$ cat config.mk
export PLATFORM = sky130hd
export DESIGN_NAME = npu_cmd_queue_flat
export DESIGN_NICKNAME = d
export VERILOG_FILES = /design/src/rtl/npu_cmd_queue_pkg.sv /design/src/rtl/npu_cmd_queue_if.sv /design/src/rtl/npu_cmd_fifo.sv /design/src/rtl/npu_cmd_queue.sv /design/src/flat_wrapper.sv
export SDC_FILE = /design/constraint.sdc
export NUM_CORES = 1
export LEC_CHECK = 0
export ABC_AREA = 1
export BUFFER_PORTS_ARGS = -buffer_cell sky130_fd_sc_hd__buf_2
export CORE_ASPECT_RATIO = 1.4
export CORE_MARGIN = 4
export CORE_UTILIZATION = 50
export DETAILED_ROUTE_END_ITERATION = 12
export PLACE_DENSITY_LB_ADDON = 0.1
export SYNTH_ARGS = -nofsm -noshare
export SYNTH_HDL_FRONTEND = slang
export SYNTH_SLANG_ARGS = --single-unit
$ cat constraint.sdc
create_clock -name clk -period 6.98 [get_ports clk]
set_input_delay 1.396 -clock clk [delete_from_list [all_inputs] [get_ports clk]]
set_output_delay 1.396 -clock clk [all_outputs]
set_load 0.02 [all_outputs]
$ cat src/rtl/npu_cmd_queue_pkg.sv
// Shared types and encodings for the NPU command queue: custom-0 opcode fields,
// NPU operation codes, the queued command record and the dispatcher states.
package npu_cmd_queue_pkg;

  localparam int NPU_XLEN = 64;

  localparam logic [6:0] OPCODE_CUSTOM0     = 7'b000_1011;
  localparam logic [6:0] FUNCT7_MATRIX_MUL  = 7'b000_0001;
  localparam logic [6:0] FUNCT7_CONVOLUTION = 7'b000_0010;

  localparam logic [1:0] NPU_OP_NONE   = 2'b00;
  localparam logic [1:0] NPU_OP_MATMUL = 2'b01;
  localparam logic [1:0] NPU_OP_CONV   = 2'b10;

  typedef enum logic {
    Q_IDLE,
    Q_WAIT
  } npu_q_state_e;

  typedef struct packed {
    logic [1:0]          op;
    logic [2:0]          funct3;
    logic [4:0]          rd;
    logic [NPU_XLEN-1:0] a;
    logic [NPU_XLEN-1:0] b;
  } npu_cmd_t;

  // NPU_OP_NONE marks a word that must not be enqueued.
  function automatic logic [1:0] npu_decode_op(input logic [31:0] instr);
    logic [1:0] op;
    op = NPU_OP_NONE;
    if (instr[6:0] == OPCODE_CUSTOM0) begin
      if (instr[31:25] == FUNCT7_MATRIX_MUL)       op = NPU_OP_MATMUL;
      else if (instr[31:25] == FUNCT7_CONVOLUTION) op = NPU_OP_CONV;
    end
    return op;
  endfunction

endpackage

$ cat src/rtl/npu_cmd_queue_if.sv
// Issue, NPU request/response and writeback signals of the command queue.
// Suffixes _i/_o are from the queue's point of view; the queue uses modport slave.
interface npu_cmd_queue_if #(
  parameter int XLEN = 64
);
  logic            issue_valid_i;
  logic            issue_ready_o;
  logic [31:0]     issue_instr_i;
  logic [XLEN-1:0] issue_rs1_i;
  logic [XLEN-1:0] issue_rs2_i;
  logic            illegal_o;
  logic            npu_req_valid_o;
  logic            npu_req_ready_i;
  logic [1:0]      npu_req_op_o;
  logic [2:0]      npu_req_funct3_o;
  logic [XLEN-1:0] npu_req_a_o;
  logic [XLEN-1:0] npu_req_b_o;
  logic            npu_rsp_valid_i;
  logic [XLEN-1:0] npu_rsp_data_i;
  logic            wb_valid_o;
  logic [4:0]      wb_rd_o;
  logic [XLEN-1:0] wb_data_o;
  logic            busy_o;
  logic            timeout_o;

  modport master (
    output issue_valid_i, issue_instr_i, issue_rs1_i, issue_rs2_i,
           npu_req_ready_i, npu_rsp_valid_i, npu_rsp_data_i,
    input  issue_ready_o, illegal_o, npu_req_valid_o, npu_req_op_o,
           npu_req_funct3_o, npu_req_a_o, npu_req_b_o,
           wb_valid_o, wb_rd_o, wb_data_o, busy_o, timeout_o
  );

  modport slave (
    input  issue_valid_i, issue_instr_i, issue_rs1_i, issue_rs2_i,
           npu_req_ready_i, npu_rsp_valid_i, npu_rsp_data_i,
    output issue_ready_o, illegal_o, npu_req_valid_o, npu_req_op_o,
           npu_req_funct3_o, npu_req_a_o, npu_req_b_o,
           wb_valid_o, wb_rd_o, wb_data_o, busy_o, timeout_o
  );
endinterface

$ cat src/rtl/npu_cmd_fifo.sv
// Circular buffer of DEPTH npu_cmd_t entries (DEPTH a power of two, >= 2).
// Push when full and pop when empty are ignored.
module npu_cmd_fifo
  import npu_cmd_queue_pkg::*;
#(
  parameter int DEPTH = 4
) (
  input  logic                   clk,
  input  logic                   rst_n,
  input  logic                   push_i,
  input  npu_cmd_t               wdata_i,
  input  logic                   pop_i,
  output npu_cmd_t               rdata_o,
  output logic                   full_o,
  output logic                   empty_o,
  output logic [$clog2(DEPTH):0] count_o
);
  localparam int AW = $clog2(DEPTH);

  npu_cmd_t      mem_q [DEPTH];
  logic [AW-1:0] wptr_q, wptr_d, rptr_q, rptr_d;
  logic [AW:0]   count_q, count_d;
  logic          do_push, do_pop;

  assign full_o  = (count_q == (AW+1)'(DEPTH));
  assign empty_o = (count_q == '0);
  assign count_o = count_q;
  assign rdata_o = mem_q[rptr_q];
  assign do_push = push_i && !full_o;
  assign do_pop  = pop_i && !empty_o;

  // NOTE: every always_comb output gets a default first so no path leaves it unassigned (no latch).
  always_comb begin
    wptr_d  = wptr_q;
    rptr_d  = rptr_q;
    count_d = count_q;
    if (do_push) wptr_d = wptr_q + AW'(1);
    if (do_pop)  rptr_d = rptr_q + AW'(1);
    case ({do_push, do_pop})
      2'b10:   count_d = count_q + (AW+1)'(1);
      2'b01:   count_d = count_q - (AW+1)'(1);
      default: count_d = count_q;
    endcase
  end

  // NOTE: sequential state uses non-blocking assignments so all flops update from pre-edge values.
  always_ff @(posedge clk or negedge rst_n) begin
    if (!rst_n) begin
      wptr_q  <= '0;
      rptr_q  <= '0;
      count_q <= '0;
    end else begin
      wptr_q  <= wptr_d;
      rptr_q  <= rptr_d;
      count_q <= count_d;
    end
  end

  // NOTE: storage is not reset; an entry is only read after being written, and count gates that.
  always_ff @(posedge clk) begin
    if (do_push) mem_q[wptr_q] <= wdata_i;
  end

endmodule

$ cat src/rtl/npu_cmd_queue.sv
// Decodes custom-0 NPU instructions into a command FIFO, dispatches one at a time,
// and turns each response into a writeback. Optional watchdog: NPU_TIMEOUT_EN.
module npu_cmd_queue
  import npu_cmd_queue_pkg::*;
#(
  parameter int XLEN           = NPU_XLEN, // must equal NPU_XLEN (width of npu_cmd_t operands)
  parameter int DEPTH          = 4,
  parameter int TIMEOUT_CYCLES = 1024
) (
  input logic           clk,
  input logic           rst_n,
  npu_cmd_queue_if.slave bus
);
  localparam int CW = $clog2(DEPTH) + 1;

  npu_cmd_t        wcmd, head;
  logic            fifo_full, fifo_empty, push, pop, accept, legal;
  logic [CW-1:0]   fifo_count;
  logic [1:0]      dec_op;

  npu_q_state_e    state_q, state_d;
  logic [4:0]      rd_q, rd_d, wb_rd_q, wb_rd_d;
  logic [XLEN-1:0] wb_data_q, wb_data_d;
  logic            wb_valid_q, wb_valid_d, illegal_q, illegal_d, timeout_q, timeout_d;

  assign dec_op = npu_decode_op(bus.issue_instr_i);
  assign legal  = (dec_op != NPU_OP_NONE);
  assign accept = bus.issue_valid_i && bus.issue_ready_o;
  assign push   = accept && legal && !fifo_full;
  assign pop    = (state_q == Q_IDLE) && !fifo_empty && bus.npu_req_ready_i;
  assign wcmd   = '{op: dec_op, funct3: bus.issue_instr_i[14:12], rd: bus.issue_instr_i[11:7],
                    a: bus.issue_rs1_i, b: bus.issue_rs2_i};

  npu_cmd_fifo #(.DEPTH(DEPTH)) u_fifo (
    .clk     (clk),
    .rst_n   (rst_n),
    .push_i  (push),
    .wdata_i (wcmd),
    .pop_i   (pop),
    .rdata_o (head),
    .full_o  (fifo_full),
    .empty_o (fifo_empty),
    .count_o (fifo_count)
  );

`ifdef NPU_TIMEOUT_EN
  localparam int TCW = $clog2(TIMEOUT_CYCLES + 1);
  logic [TCW-1:0] tcnt_q, tcnt_d;
  logic           expired;
  assign expired = (tcnt_q == TCW'(TIMEOUT_CYCLES - 1));
`endif

  always_comb begin
    state_d    = state_q;
    rd_d       = rd_q;
    wb_valid_d = 1'b0;
    wb_rd_d    = wb_rd_q;
    wb_data_d  = wb_data_q;
    illegal_d  = accept && !legal;
    timeout_d  = 1'b0;
`ifdef NPU_TIMEOUT_EN
    tcnt_d     = '0;
`endif
    case (state_q)
      Q_IDLE: begin
        if (pop) begin
          state_d = Q_WAIT;
          rd_d    = head.rd;
        end
      end
      Q_WAIT: begin
`ifdef NPU_TIMEOUT_EN
        tcnt_d = tcnt_q + TCW'(1);
`endif
        // A response in the expiry cycle takes priority over the watchdog.
        if (bus.npu_rsp_valid_i) begin
          state_d    = Q_IDLE;
          wb_valid_d = (rd_q != 5'd0);
          wb_rd_d    = rd_q;
          wb_data_d  = bus.npu_rsp_data_i;
`ifdef NPU_TIMEOUT_EN
        end else if (expired) begin
          state_d   = Q_IDLE;
          timeout_d = 1'b1;
`endif
        end
      end
      default: state_d = Q_IDLE;
    endcase
  end

  always_ff @(posedge clk or negedge rst_n) begin
    if (!rst_n) begin
      state_q    <= Q_IDLE;
      rd_q       <= '0;
      wb_valid_q <= 1'b0;
      wb_rd_q    <= '0;
      wb_data_q  <= '0;
      illegal_q  <= 1'b0;
      timeout_q  <= 1'b0;
`ifdef NPU_TIMEOUT_EN
      tcnt_q     <= '0;
`endif
    end else begin
      state_q    <= state_d;
      rd_q       <= rd_d;
      wb_valid_q <= wb_valid_d;
      wb_rd_q    <= wb_rd_d;
      wb_data_q  <= wb_data_d;
      illegal_q  <= illegal_d;
      timeout_q  <= timeout_d;
`ifdef NPU_TIMEOUT_EN
      tcnt_q     <= tcnt_d;
`endif
    end
  end

  // Request fields are gated so an idle channel shows zeros, not stale storage.
  assign bus.issue_ready_o    = (fifo_count < CW'(DEPTH));
  assign bus.npu_req_valid_o  = (state_q == Q_IDLE) && !fifo_empty;
  assign bus.npu_req_op_o     = bus.npu_req_valid_o ? head.op     : '0;
  assign bus.npu_req_funct3_o = bus.npu_req_valid_o ? head.funct3 : '0;
  assign bus.npu_req_a_o      = bus.npu_req_valid_o ? head.a      : '0;
  assign bus.npu_req_b_o      = bus.npu_req_valid_o ? head.b      : '0;
  assign bus.illegal_o        = illegal_q;
  assign bus.wb_valid_o       = wb_valid_q;
  assign bus.wb_rd_o          = wb_rd_q;
  assign bus.wb_data_o        = wb_data_q;
  assign bus.busy_o           = !fifo_empty || (state_q == Q_WAIT);
  assign bus.timeout_o        = timeout_q;

endmodule

$ cat src/flat_wrapper.sv
// flat-port wrapper written by rule: the top's interface ports become plain ports
module npu_cmd_queue_flat import npu_cmd_queue_pkg::*;
#(
  parameter int XLEN           = NPU_XLEN,                                                     
  parameter int DEPTH          = 4,
  parameter int TIMEOUT_CYCLES = 1024
)
  (clk, rst_n, bus_issue_valid_i, bus_issue_instr_i, bus_issue_rs1_i, bus_issue_rs2_i, bus_npu_req_ready_i, bus_npu_rsp_valid_i, bus_npu_rsp_data_i, bus_issue_ready_o, bus_illegal_o, bus_npu_req_valid_o, bus_npu_req_op_o, bus_npu_req_funct3_o, bus_npu_req_a_o, bus_npu_req_b_o, bus_wb_valid_o, bus_wb_rd_o, bus_wb_data_o, bus_busy_o, bus_timeout_o);
  npu_cmd_queue_if #(.XLEN(XLEN)) bus_i ();
  input logic clk;
  input logic rst_n;
  input wire logic [$bits(bus_i.issue_valid_i)-1:0] bus_issue_valid_i;
  input wire logic [$bits(bus_i.issue_instr_i)-1:0] bus_issue_instr_i;
  input wire logic [$bits(bus_i.issue_rs1_i)-1:0] bus_issue_rs1_i;
  input wire logic [$bits(bus_i.issue_rs2_i)-1:0] bus_issue_rs2_i;
  input wire logic [$bits(bus_i.npu_req_ready_i)-1:0] bus_npu_req_ready_i;
  input wire logic [$bits(bus_i.npu_rsp_valid_i)-1:0] bus_npu_rsp_valid_i;
  input wire logic [$bits(bus_i.npu_rsp_data_i)-1:0] bus_npu_rsp_data_i;
  output wire logic [$bits(bus_i.issue_ready_o)-1:0] bus_issue_ready_o;
  output wire logic [$bits(bus_i.illegal_o)-1:0] bus_illegal_o;
  output wire logic [$bits(bus_i.npu_req_valid_o)-1:0] bus_npu_req_valid_o;
  output wire logic [$bits(bus_i.npu_req_op_o)-1:0] bus_npu_req_op_o;
  output wire logic [$bits(bus_i.npu_req_funct3_o)-1:0] bus_npu_req_funct3_o;
  output wire logic [$bits(bus_i.npu_req_a_o)-1:0] bus_npu_req_a_o;
  output wire logic [$bits(bus_i.npu_req_b_o)-1:0] bus_npu_req_b_o;
  output wire logic [$bits(bus_i.wb_valid_o)-1:0] bus_wb_valid_o;
  output wire logic [$bits(bus_i.wb_rd_o)-1:0] bus_wb_rd_o;
  output wire logic [$bits(bus_i.wb_data_o)-1:0] bus_wb_data_o;
  output wire logic [$bits(bus_i.busy_o)-1:0] bus_busy_o;
  output wire logic [$bits(bus_i.timeout_o)-1:0] bus_timeout_o;
  assign bus_i.issue_valid_i = bus_issue_valid_i;
  assign bus_i.issue_instr_i = bus_issue_instr_i;
  assign bus_i.issue_rs1_i = bus_issue_rs1_i;
  assign bus_i.issue_rs2_i = bus_issue_rs2_i;
  assign bus_i.npu_req_ready_i = bus_npu_req_ready_i;
  assign bus_i.npu_rsp_valid_i = bus_npu_rsp_valid_i;
  assign bus_i.npu_rsp_data_i = bus_npu_rsp_data_i;
  assign bus_issue_ready_o = bus_i.issue_ready_o;
  assign bus_illegal_o = bus_i.illegal_o;
  assign bus_npu_req_valid_o = bus_i.npu_req_valid_o;
  assign bus_npu_req_op_o = bus_i.npu_req_op_o;
  assign bus_npu_req_funct3_o = bus_i.npu_req_funct3_o;
  assign bus_npu_req_a_o = bus_i.npu_req_a_o;
  assign bus_npu_req_b_o = bus_i.npu_req_b_o;
  assign bus_wb_valid_o = bus_i.wb_valid_o;
  assign bus_wb_rd_o = bus_i.wb_rd_o;
  assign bus_wb_data_o = bus_i.wb_data_o;
  assign bus_busy_o = bus_i.busy_o;
  assign bus_timeout_o = bus_i.timeout_o;
  npu_cmd_queue #(.XLEN(XLEN), .DEPTH(DEPTH), .TIMEOUT_CYCLES(TIMEOUT_CYCLES)) u_core (.clk(clk), .rst_n(rst_n), .bus(bus_i));
endmodule
==> flow_metrics.py, run 1 <==
metrics = {
    "status": {
        "outcome": "finished clean",
    },
    "synth": {
        "ys_top_cells_by_count": "sky130_fd_sc_hd__nor2_1, sky130_fd_sc_hd__edfxtp_1, sky130_fd_sc_hd__o21ai_0, sky130_fd_sc_hd__a21oi_1, sky130_fd_sc_hd__dfrtp_1",
        "dominantRegCellSynth": "sky130_fd_sc_hd__edfxtp_1",
        "synthMostInstantiatedCell": "sky130_fd_sc_hd__nor2_1",
        "mappedNetlistNets": 2108,
        "synth.top_cells.by_area": "sky130_fd_sc_hd__edfxtp_1, sky130_fd_sc_hd__dfrtp_1, sky130_fd_sc_hd__nor2_1, sky130_fd_sc_hd__o21ai_0, sky130_fd_sc_hd__mux2_2",
        "synth_cell_type_count": 31,
        "synth-edff-count": 552,
        "yosys_warnings": 0,
        "yosysTopAreaCellShare_pct": 67.20,
        "netlist.top_cell.by_area": "sky130_fd_sc_hd__edfxtp_1",
        "async_flop_share_pct": 13.21,
        "yosys_register_bits": 636,
        "syn_area_mm2": 0.02467,
        "synth.avg_cell_area_um2": 13.17,
        "yosysSeqAreaShare_pct": 75.72,
        "post_synth_inst_count": 1873,
    },
    "global_routing": {
        "globalRouteTotalUtil_pct": 21.17,
        "first_global_vias": 15585,
        "grt_antenna_before_repair": 23,
        "total_grt_overflow": 0,
        "global_route_wire_length_before_repair_mm": 87.87,
        "pin_count_of_the_biggest_net_entering_global_routing": 167,
    },
    "min_path": {
        "hold_class": "flop to flop",
        "holdPathEnd": "u_core.u_fifo.count_o[0]",
        "min_delay_path_depth": 1,
        "hp-start": "u_core.u_fifo.count_o[0]",
    },
    "clock_tree": {
        "post_cts_resize_count": 0,
        "tritoncts_num_sinks": 636,
        "cts_root_buf": "sky130_fd_sc_hd__clkbuf_16",
        "cts_hold_buffers": 0,
        "cts.htree.levels": 2,
        "post-cts-setup-buffers": 0,
        "numCtsBuffers": 57,
        "worst_setup_hold_path_clk_slew_ns": 0.07,
        "longest_clk_path_bufs": 3,
        "clock_tree_from_tritoncts": "yes",
        "insertion_delay_ns": 0.61,
    },
    "finish": {
        "post_route_cells_drive_above_1_share_pct": 26.31,
        "fillerInstances": 3869,
        "synthToLayoutAreaGrowth_pct": 18.00,
        "final_cell_area_mm2": 0.02911,
        "nets": 2495,
    },
    "worst_setup_path": {
        "cpPeakStageDelay_ns": 0.81,
        "worst_r2r_startpoint": "u_core.u_fifo.count_o[0]",
        "critical_path_required_ns": 5.58,
        "worstRegToRegCells": 10,
        "reg2reg_slack_ns": 4.07,
        "crit_path_end_kind": "output pin",
        "buffers_inverters_on_critical_path": 3,
        "cells_along_the_critical_path": "inv_6 > buf_4 > o21ai_0 > a21oi_1 > buf_2",
        "cpMaxStageDelayCell": "sky130_fd_sc_hd__inv_6",
        "family_with_the_most_delay_on_the_worst_path": "buffers and inverters",
        "timing.critical_path.arrival_ns": 3.51,
        "worst-path-max-fanout": 166,
        "worstSetupStartpointType": "flop",
        "criticalPathCategory": "flop to output pin",
        "r2r-end": "u_core.u_fifo.count_o[2]",
    },
    "sta": {
        "hold_violations": 0,
        "final_max_slew_viol_count": 0,
        "fin_crit_sh_pct": 70.26,
        "timing.setup.tns_ns": 0,
        "achievable-frequency_mhz": 203.9,
        "fin_hold_ws_ns": 0.4852,
        "finalClockSkew_ns": 0.01730,
        "worst_pin_slew_ns": 1.187,
        "fin_crit_period_ns": 4.904,
        "total_setup_violations_reported_at_the_end_of_the_flow": 0,
        "rsz0062_at_grt": "false",
        "slew-limit-headroom_pct": 20.87,
        "final.setup.worst_slack_ns": 2.076,
    },
    "placement": {
        "post-place-ws_ns": 2.627,
        "port_buffers": 425,
        "post-dp-hpwl_mm": 33.59,
        "place_congestion": 0.8101,
        "detailed_place.area_mm2": 0.02722,
    },
    "pwr": {
        "total_power_mw": 12.22,
        "irDropWorstVdd_mv": 0.3242,
        "pwr_density_cell_mw_per_mm2": 419.8,
        "total_leakage_power_nw": 10.83,
    },
    "detailed_routing": {
        "route.antenna.remaining_nets": 0,
        "routed_wirelength_mm": 58.42,
        "drt_pass1_iterations": 5,
        "vias_per_cell": 5.265,
        "dr_total_vias": 15538,
        "detail_route.wl_per_cell_um": 19.80,
        "drc": 0,
        "detail_route.iter0.violations": 1048,
    },
    "flow_run": {
        "cap_viol_max_count": 0,
    },
    "floorplan": {
        "floorplan.die_area_mm2": 0.05300,
        "floorplan.die.width_um": 195.7,
        "fp-row-count": 96,
        "dieHeight_um": 270.8,
        "total_i_o_pin_count": 437,
        "core_region_area_mm2": 0.04889,
        "initial_core_util_pct": 50.46,
    },
}
==> placed cells by master, fill, tap and decap left out, types with 11 or more instances in the layout <==
cell type,count
sky130_fd_sc_hd__edfxtp_1,552
sky130_fd_sc_hd__o21ai_1,53
sky130_fd_sc_hd__inv_1,25
sky130_fd_sc_hd__clkinv_2,16
sky130_fd_sc_hd__mux2_2,64
sky130_fd_sc_hd__o21ai_0,235
sky130_fd_sc_hd__dfrtp_1,82
sky130_fd_sc_hd__buf_4,12
sky130_fd_sc_hd__nand2_1,24
sky130_fd_sc_hd__nor2_1,552
sky130_fd_sc_hd__clkbuf_16,58
sky130_fd_sc_hd__buf_2,424
sky130_fd_sc_hd__diode_2,11
sky130_fd_sc_hd__a21oi_1,134
==> metal layers <==
metal,vias to the layer above,global-route usage [%],part of all wire (%)
li1,7399,-,-
met1,7497,25.02,38
met2,499,36.31,50
met3,123,7.187,8.8
met4,20,7.261,3.0
met5,-,0,0.26
==> how the worst max path moves through the flow <==
stage	from	to	cells past startpoint
floorplan	bus_issue_instr_i[4]	u_core.u_fifo.mem_q[0][0]	6
global placement	bus_issue_instr_i[5]	u_core.u_fifo.mem_q[3][38]	9
detailed placement	bus_issue_instr_i[5]	u_core.u_fifo.mem_q[3][38]	9
CTS	u_core.u_fifo.rptr_q[0]	bus_npu_req_a_o[59]	5
global route	u_core.u_fifo.rptr_q[0]	bus_npu_req_a_o[37]	5
finish	u_core.u_fifo.rptr_q[0]	bus_npu_req_a_o[12]	5
==> where the power goes <==
| part | internal (mW) | switching, mW | total (mW) | leakage, nW |
|---|---|---|---|---|
| clock network | 1.79 | 1.31 | 3.10 | 0.921 |
| registers | 4.37 | 0.229 | 4.60 | 5.95 |
| logic | 1.41 | 3.11 | 4.52 | 3.95 |
| total | 7.57 | 4.65 | 12.2 | 10.8 |
==> cell families (layout without fill, tap and decap cells) <==
group / count (synthesis) / count (layout) / share of synthesized area [%]
other: 1 / 12 / 0.01520
multiplexers: 64 / 64 / 2.922
flip-flops: 636 / 636 / 75.72
adder cells (fa/ha/maj): 6 / 6 / 0.3348
AND/OR/NAND/NOR: 590 / 590 / 9.049
AO/OA/AOI/OAI: 429 / 429 / 8.750
XOR/XNOR: 4 / 4 / 0.1421
buffers and inverters: 143 / 573 / 3.064
==> cell type report <==
class                   instances  area, um^2  area share [%]
repair buffers                443        2352           8.082
multi-input cells            1094        5270           18.11
flip-flops and latches        636       18690           64.20
diodes                         11       27.53         0.09457
well taps                     637       797.0           2.738
clock inverters                36       359.1           1.234
clock buffers                  66        1501           5.159
inverters                      28       112.6          0.3869
==> sequential cells by signal, indices dropped and copies added, names as in the netlist <==
name	count
u_core.bus.wb_data_o	64
u_core.bus.wb_valid_o	1
u_core.state_q	1
u_core.u_fifo.mem_q	552
u_core.rd_q	5
u_core.u_fifo.count_o	3
u_core.u_fifo.rptr_q	2
u_core.bus.wb_rd_o	5
u_core.bus.illegal_o	1
u_core.u_fifo.wptr_q	2
==> per-stage QoR <==
stage | utilization (%) | instances
after floorplan | - | 1873
after global placement | 55.67 | 2838
after detailed placement | 55.67 | 2838
after CTS | 59.48 | 2940
after global routing | 59.51 | 2945
final | 59.54 | 2951
Note: power is estimated with default switching activity, not from simulation.
==> run 2, diff against run 1 <==
==> constraint.sdc (replaced) <==
create_clock -name clk -period 4.03 [get_ports clk]
set_input_delay 0.806 -clock clk [delete_from_list [all_inputs] [get_ports clk]]
set_output_delay 0.806 -clock clk [all_outputs]
set_load 0.02 [all_outputs]
==> run 2 against run 1 <==
  * Setup slack got worse by 1.5 ns
  * Register-to-register slack got worse by 2.7 ns
  * Sequential share of layout area shrank 0.45 points
  * Non-clock buffer count grew 16
  * Clock power is 70% higher
  * Critical path depth unchanged
  * Combinational power is 80% higher
  * Core utilization grew 0.42 points
  * Highest routed layer unchanged
  * Critical endpoint is now bus_npu_req_b_o[48]
  * Sequential cell count did not move
  * Largest cell class unchanged
  * Clock skew is 0.0018 ns higher
  * Largest power group is now combinational logic
==> flow_metrics.py, run 2 (synthesized netlist as in run 1, its figures left out) <==
metrics = {
    "finish": {
        "final_cell_area_mm2": 0.02931,
        "synthToLayoutAreaGrowth_pct": 18.83,
        "post_route_cells_drive_above_1_share_pct": 26.54,
        "largest_register_ff_count": 552,
        "largest_register": "u_core.u_fifo.mem_q",
        "layout_common_cells": "sky130_fd_sc_hd__nor2_1, sky130_fd_sc_hd__edfxtp_1, sky130_fd_sc_hd__buf_2",
        "nets": 2512,
    },
    "clock_tree": {
        "cts_root_buf": "sky130_fd_sc_hd__clkbuf_16",
        "longest_clk_path_bufs": 3,
        "clock_tree_from_tritoncts": "yes",
        "numCtsBuffers": 58,
        "post-cts-setup-buffers": 0,
        "insertion_delay_ns": 0.61,
        "cts.htree.levels": 2,
        "post_cts_resize_count": 0,
        "cts_hold_buffers": 0,
        "worst_setup_hold_path_clk_slew_ns": 0.06,
        "tritoncts_num_sinks": 636,
    },
    "flow_run": {
        "cap_viol_max_count": 0,
    },
    "global_routing": {
        "pin_count_of_the_biggest_net_entering_global_routing": 178,
        "grt_antenna_before_repair": 19,
        "total_grt_overflow": 0,
        "first_global_vias": 15588,
        "global_route_wire_length_before_repair_mm": 87.98,
        "globalRouteTotalUtil_pct": 21.26,
    },
    "worst_setup_path": {
        "reg2reg_slack_ns": 1.37,
        "cells_along_the_critical_path": "inv_6 > buf_4 > o21ai_0 > a21oi_1 > buf_2",
        "crit_path_end_kind": "output pin",
        "cpPeakStageDelay_ns": 0.56,
        "worstRegToRegCells": 11,
        "worstSetupStartpointType": "flop",
        "critical_path_required_ns": 3.22,
        "worst_r2r_startpoint": "u_core.u_fifo.count_o[0]",
        "r2r-end": "u_core.u_fifo.count_o[2]",
        "criticalPathCategory": "flop to output pin",
        "timing.critical_path.arrival_ns": 2.69,
        "worst-path-max-fanout": 62,
        "cpMaxStageDelayCell": "sky130_fd_sc_hd__buf_4",
    },
    "detailed_routing": {
        "vias_per_cell": 5.260,
        "dr_total_vias": 15632,
        "routed_wirelength_mm": 58.45,
        "route.antenna.remaining_nets": 0,
        "drc": 0,
        "detail_route.iter0.violations": 841,
        "drt_pass1_iterations": 5,
        "detail_route.wl_per_cell_um": 19.67,
    },
    "pwr": {
        "power_frac_seq_pct": 36.7,
        "netSwitchingPower_mw": 8.056,
        "total_power_mw": 21.17,
        "irDropWorstVdd_mv": 0.7040,
        "swShare_pct": 38.05,
        "total_leakage_power_nw": 10.92,
        "pwr-share-clk_pct": 24.9,
        "pwr_density_cell_mw_per_mm2": 722.3,
        "power_report.internal_total_mw": 13.12,
        "share_comb_of_total_power_pct": 38.4,
    },
    "floorplan": {
        "total_i_o_pin_count": 437,
        "dieHeight_um": 270.8,
        "floorplan.die.width_um": 195.7,
        "core_region_area_mm2": 0.04889,
        "fp-row-count": 96,
        "initial_core_util_pct": 50.46,
        "floorplan.die_area_mm2": 0.05300,
    },
    "placement": {
        "port_buffers": 425,
        "detailed_place.area_mm2": 0.02746,
        "place_congestion": 0.7591,
        "post-dp-hpwl_mm": 34.80,
    },
    "sta": {
        "final_max_slew_viol_count": 0,
        "hold_violations": 0,
        "fin_hold_ws_ns": 0.3765,
        "slew-limit-headroom_pct": 32.23,
        "worst_pin_slew_ns": 1.016,
        "rsz0062_at_grt": "false",
        "fin_crit_sh_pct": 86.72,
        "finalClockSkew_ns": 0.01909,
        "achievable-frequency_mhz": 286.1,
        "fin_crit_period_ns": 3.495,
        "total_setup_violations_reported_at_the_end_of_the_flow": 0,
    },
    "min_path": {
        "hold_class": "input pin to async pin",
    },
    "status": {
        "outcome": "finished clean",
    },
}
[run 2: cell count changes in the layout (fill, tap and decap cells not counted), sizes merged]
cell	before	now
clkbuf	66	85
buf	443	459
clkinv	27	17
bufinv	7	3
inv	28	30
clkinvlp	2	1
diode	11	10
[run 2: power by group through the flow]
| stage | Sequential, mW | Combinational [mW] | Clock (mW) |
|---|---|---|---|
| after CTS | 7.78 | 8.27 | 5.38 |
| final | 7.78 | 8.13 | 5.26 |
| after global routing | 7.82 | 8.92 | 5.68 |
| after floorplan | 8.34 | 5.09 | 0 |
| after global placement | 7.91 | 8.10 | 0 |
| after detailed placement | 7.92 | 8.24 | 0 |
[run 2: final cells by class]
| type | count | area, um^2 |
|---|---|---|
| Antenna cell | 10 | 25.02 |
| Clock buffer | 85 | 1634 |
| Clock inverter | 23 | 188.9 |
| Fill cell | 3869 | 19580 |
| Inverter | 28 | 112.6 |
| Multi-Input combinational cell | 1094 | 5270 |
| Sequential cell | 636 | 18690 |
| Tap cell | 637 | 797.0 |
| Timing Repair Buffer | 459 | 2597 |
[run 2: worst max-delay path, delay by kind of cell (launching register included)]
family,cells,cell delay [ns]
flip-flops,1,0.52
AO/OA/AOI/OAI,2,0.42
buffers and inverters,3,1.11
[run 2: worst max-delay path by stage]
| stage | endpoint | startpoint | cells past startpoint |
|---|---|---|---|
| 2_1_floorplan | u_core.u_fifo.mem_q[0][0] | bus_issue_instr_i[4] | 6 |
| 3_3_place_gp | u_core.u_fifo.mem_q[1][94] | bus_issue_instr_i[2] | 9 |
| 3_5_place_dp | u_core.u_fifo.mem_q[1][94] | bus_issue_instr_i[2] | 9 |
| 4_1_cts | bus_npu_req_b_o[48] | u_core.u_fifo.rptr_q[0] | 5 |
| 5_1_grt | bus_npu_req_b_o[48] | u_core.u_fifo.rptr_q[0] | 5 |
| 6_report | bus_npu_req_b_o[48] | u_core.u_fifo.rptr_q[0] | 5 |
[run 2: metrics by stage]
step           utilization (%)  setup WS, ns  std cells  setup TNS, ns
2_1_floorplan                -        -1.467       1873        -809.69
3_3_place_gp             56.18        0.9312       2854              0
3_5_place_dp             56.18        0.9383       2854              0
4_1_cts                  59.90        0.4777       2962              0
5_1_grt                  59.94        0.3189       2968              0
6_report                 59.96        0.5351       2972              0
[run 2: routing by layer]
metal  GRT usage (%)  routed length, um  share of wire (%)  vias up
li1                -                  -                  -     7448
met1           25.31              22390                 38     7525
met2           37.52              30020                 51      535
met3           5.817               4482                7.7      106
met4           6.801               1442                2.5       18
met5               0                119               0.20        -
==> run 3, diff against run 2 <==
--- a/config.mk
+++ b/config.mk
@@ -7,9 +7,11 @@
 export LEC_CHECK = 0
 export ABC_AREA = 1
 export BUFFER_PORTS_ARGS = -buffer_cell sky130_fd_sc_hd__buf_2
+export CELL_PAD_IN_SITES_DETAIL_PLACEMENT = 0
+export CELL_PAD_IN_SITES_GLOBAL_PLACEMENT = 1
 export CORE_ASPECT_RATIO = 1.4
-export CORE_MARGIN = 4
-export CORE_UTILIZATION = 50
+export CORE_MARGIN = 2
+export CORE_UTILIZATION = 41
 export DETAILED_ROUTE_END_ITERATION = 12
 export PLACE_DENSITY_LB_ADDON = 0.1
 export SYNTH_ARGS = -nofsm -noshare
==> run 3 against run 2 <==
  * Design area up 0.96%
  * Setup slack worse by 0.092 ns
  * Clock-buffer cell count down 10
  * Combinational power up 1%
  * Non-clock buffer count down 7
  * Core utilization down 10 points
==> flow_metrics.py, run 3 (synthesized netlist as in run 1, its figures left out) <==
metrics = {
    "status": {
        "outcome": "finished clean",
    },
    "clock_tree": {
        "cts_root_buf": "sky130_fd_sc_hd__clkbuf_16",
        "clock_tree_from_tritoncts": "yes",
        "post-cts-setup-buffers": 0,
        "worst_setup_hold_path_clk_slew_ns": 0.06,
        "insertion_delay_ns": 0.62,
        "tritoncts_num_sinks": 636,
        "post_cts_resize_count": 0,
        "longest_clk_path_bufs": 3,
        "cts.htree.levels": 2,
        "numCtsBuffers": 60,
        "cts_hold_buffers": 0,
    },
    "min_path": {
        "hold_class": "input pin to async pin",
    },
    "finish": {
        "layout_common_cells": "sky130_fd_sc_hd__nor2_1, sky130_fd_sc_hd__edfxtp_1, sky130_fd_sc_hd__buf_2",
        "largest_register": "u_core.u_fifo.mem_q",
        "synthToLayoutAreaGrowth_pct": 19.97,
        "post_route_cells_drive_above_1_share_pct": 26.76,
        "layoutNonFillerInstCount": 3085,
        "largest_register_ff_count": 552,
        "nets": 2507,
    },
    "placement": {
        "post-dp-hpwl_mm": 35.67,
        "place.detailed.instances": 2966,
        "port_buffers": 425,
        "place_congestion": 0.7523,
    },
    "sta": {
        "achievable-frequency_mhz": 278.8,
        "rsz0062_at_grt": "false",
        "hold_violations": 0,
        "final_max_slew_viol_count": 0,
        "worst_pin_slew_ns": 0.8905,
        "finalClockSkew_ns": 0.01380,
        "fin_crit_period_ns": 3.587,
        "slew-limit-headroom_pct": 40.63,
        "fin_crit_sh_pct": 89.00,
        "total_setup_violations_reported_at_the_end_of_the_flow": 0,
    },
    "detailed_routing": {
        "route.antenna.remaining_nets": 0,
        "dr_total_vias": 15597,
        "routed_wirelength_mm": 62.31,
        "vias_per_cell": 5.056,
        "drc": 0,
        "detail_route.iter0.violations": 878,
        "drt_pass1_iterations": 5,
        "detail_route.wl_per_cell_um": 20.20,
    },
    "pwr": {
        "total_power_mw": 21.68,
        "pwr_density_cell_mw_per_mm2": 732.5,
        "irDropWorstVdd_mv": 0.5093,
        "total_leakage_power_nw": 10.98,
    },
    "worst_setup_path": {
        "worst_setup_path_startpoint": "u_core.u_fifo.rptr_q[0]",
        "worstSetupStartpointType": "flop",
        "worst-path-max-fanout": 67,
        "timing.critical_path.arrival_ns": 2.78,
        "criticalPathCategory": "flop to output pin",
        "critical_path_required_ns": 3.22,
        "crit_path_end_kind": "output pin",
        "worst_r2r_startpoint": "u_core.u_fifo.count_o[0]",
    },
    "floorplan": {
        "floorplan.die.width_um": 211.3,
        "initial_core_util_pct": 41.42,
        "total_i_o_pin_count": 437,
        "core_region_area_mm2": 0.05955,
        "floorplan.die_area_mm2": 0.06217,
        "dieHeight_um": 294.2,
        "fp-row-count": 106,
    },
    "global_routing": {
        "globalRouteTotalUtil_pct": 19.69,
        "global_route_wire_length_before_repair_mm": 92.05,
        "grt_antenna_before_repair": 27,
        "first_global_vias": 15422,
        "total_grt_overflow": 0,
        "pin_count_of_the_biggest_net_entering_global_routing": 149,
    },
    "flow_run": {
        "cap_viol_max_count": 0,
    },
}
run 3: cell count changes in the layout (fill, tap and decap cells not counted), moves of 2 or more:
cell                        before  now
sky130_fd_sc_hd__buf_12         17   19
sky130_fd_sc_hd__buf_4          18    9
sky130_fd_sc_hd__bufinv_16       3    6
sky130_fd_sc_hd__clkbuf_1       20    9
sky130_fd_sc_hd__clkbuf_16      59   64
sky130_fd_sc_hd__clkbuf_8        6    2
sky130_fd_sc_hd__clkinv_1        7   10
sky130_fd_sc_hd__clkinv_2       10   17
sky130_fd_sc_hd__diode_2        10    8
run 3: power breakdown:
part / total (mW) / internal, mW / switching [mW]
clock network: 5.65 / 3.29 / 2.36
logic: 8.22 / 2.57 / 5.65
registers: 7.80 / 7.57 / 0.232
total: 21.7 / 13.4 / 8.24
run 3: final timing paths:
check / end / cells past startpoint / slack [ns]
max in group asynchronous: u_core.bus.wb_data_o[1] / 2 / 2.95
setup reg to reg: u_core.u_fifo.count_o[2] / 11 / 1.58
hold / removal: u_core.bus.wb_data_o[44] / 1 / 0.31
min in group clk: u_core.u_fifo.mem_q[1][64] / 1 / 0.40
hold reg to reg: u_core.bus.wb_rd_o[2] / 2 / 0.47
setup / recovery: bus_npu_req_b_o[26] / 5 / 0.44
run 3: critical path: stages (launching register included):
cell,delay [ns]
sky130_fd_sc_hd__dfrtp_4,0.64
sky130_fd_sc_hd__inv_6,0.43
sky130_fd_sc_hd__buf_4,0.47
sky130_fd_sc_hd__o21ai_0,0.16
sky130_fd_sc_hd__a21oi_1,0.21
sky130_fd_sc_hd__buf_2,0.20
run 3: area by class of cell:
cell class,instances,area [um^2]
Fill cell,5212,29960
Sequential cell,636,18690
Multi-Input combinational cell,1094,5270
Timing Repair Buffer,452,2570
Clock buffer,75,1663
Tap cell,756,945.9
Clock inverter,36,324.1
Inverter,28,112.6
Antenna cell,8,20.02
run 3: metrics by stage:
stage / area, um^2 / util [%] / setup TNS, ns / setup WS [ns] / hold slack, ns
floorplan: 24680 / - / -809.69 / -1.467 / 0.4465
global placement: 27580 / 46.32 / 0 / 0.9968 / 0.4620
detailed placement: 27580 / 46.32 / 0 / 0.9660 / 0.4684
CTS: 29570 / 49.66 / 0 / 0.3468 / 0.3162
global route: 29580 / 49.68 / 0 / 0.2040 / 0.3665
finish: 29590 / 49.69 / 0 / 0.4434 / 0.3140
run 3: layer usage:
| metal | global-route usage, % | routed length, um | up-vias |
|---|---|---|---|
| met3 | 6.681 | 4843 | 128 |
| met2 | 33.96 | 30920 | 392 |
| li1 | - | - | 7427 |
| met4 | 6.716 | 1761 | 38 |
| met1 | 22.86 | 24510 | 7612 |
| met5 | 0 | 270 | - |
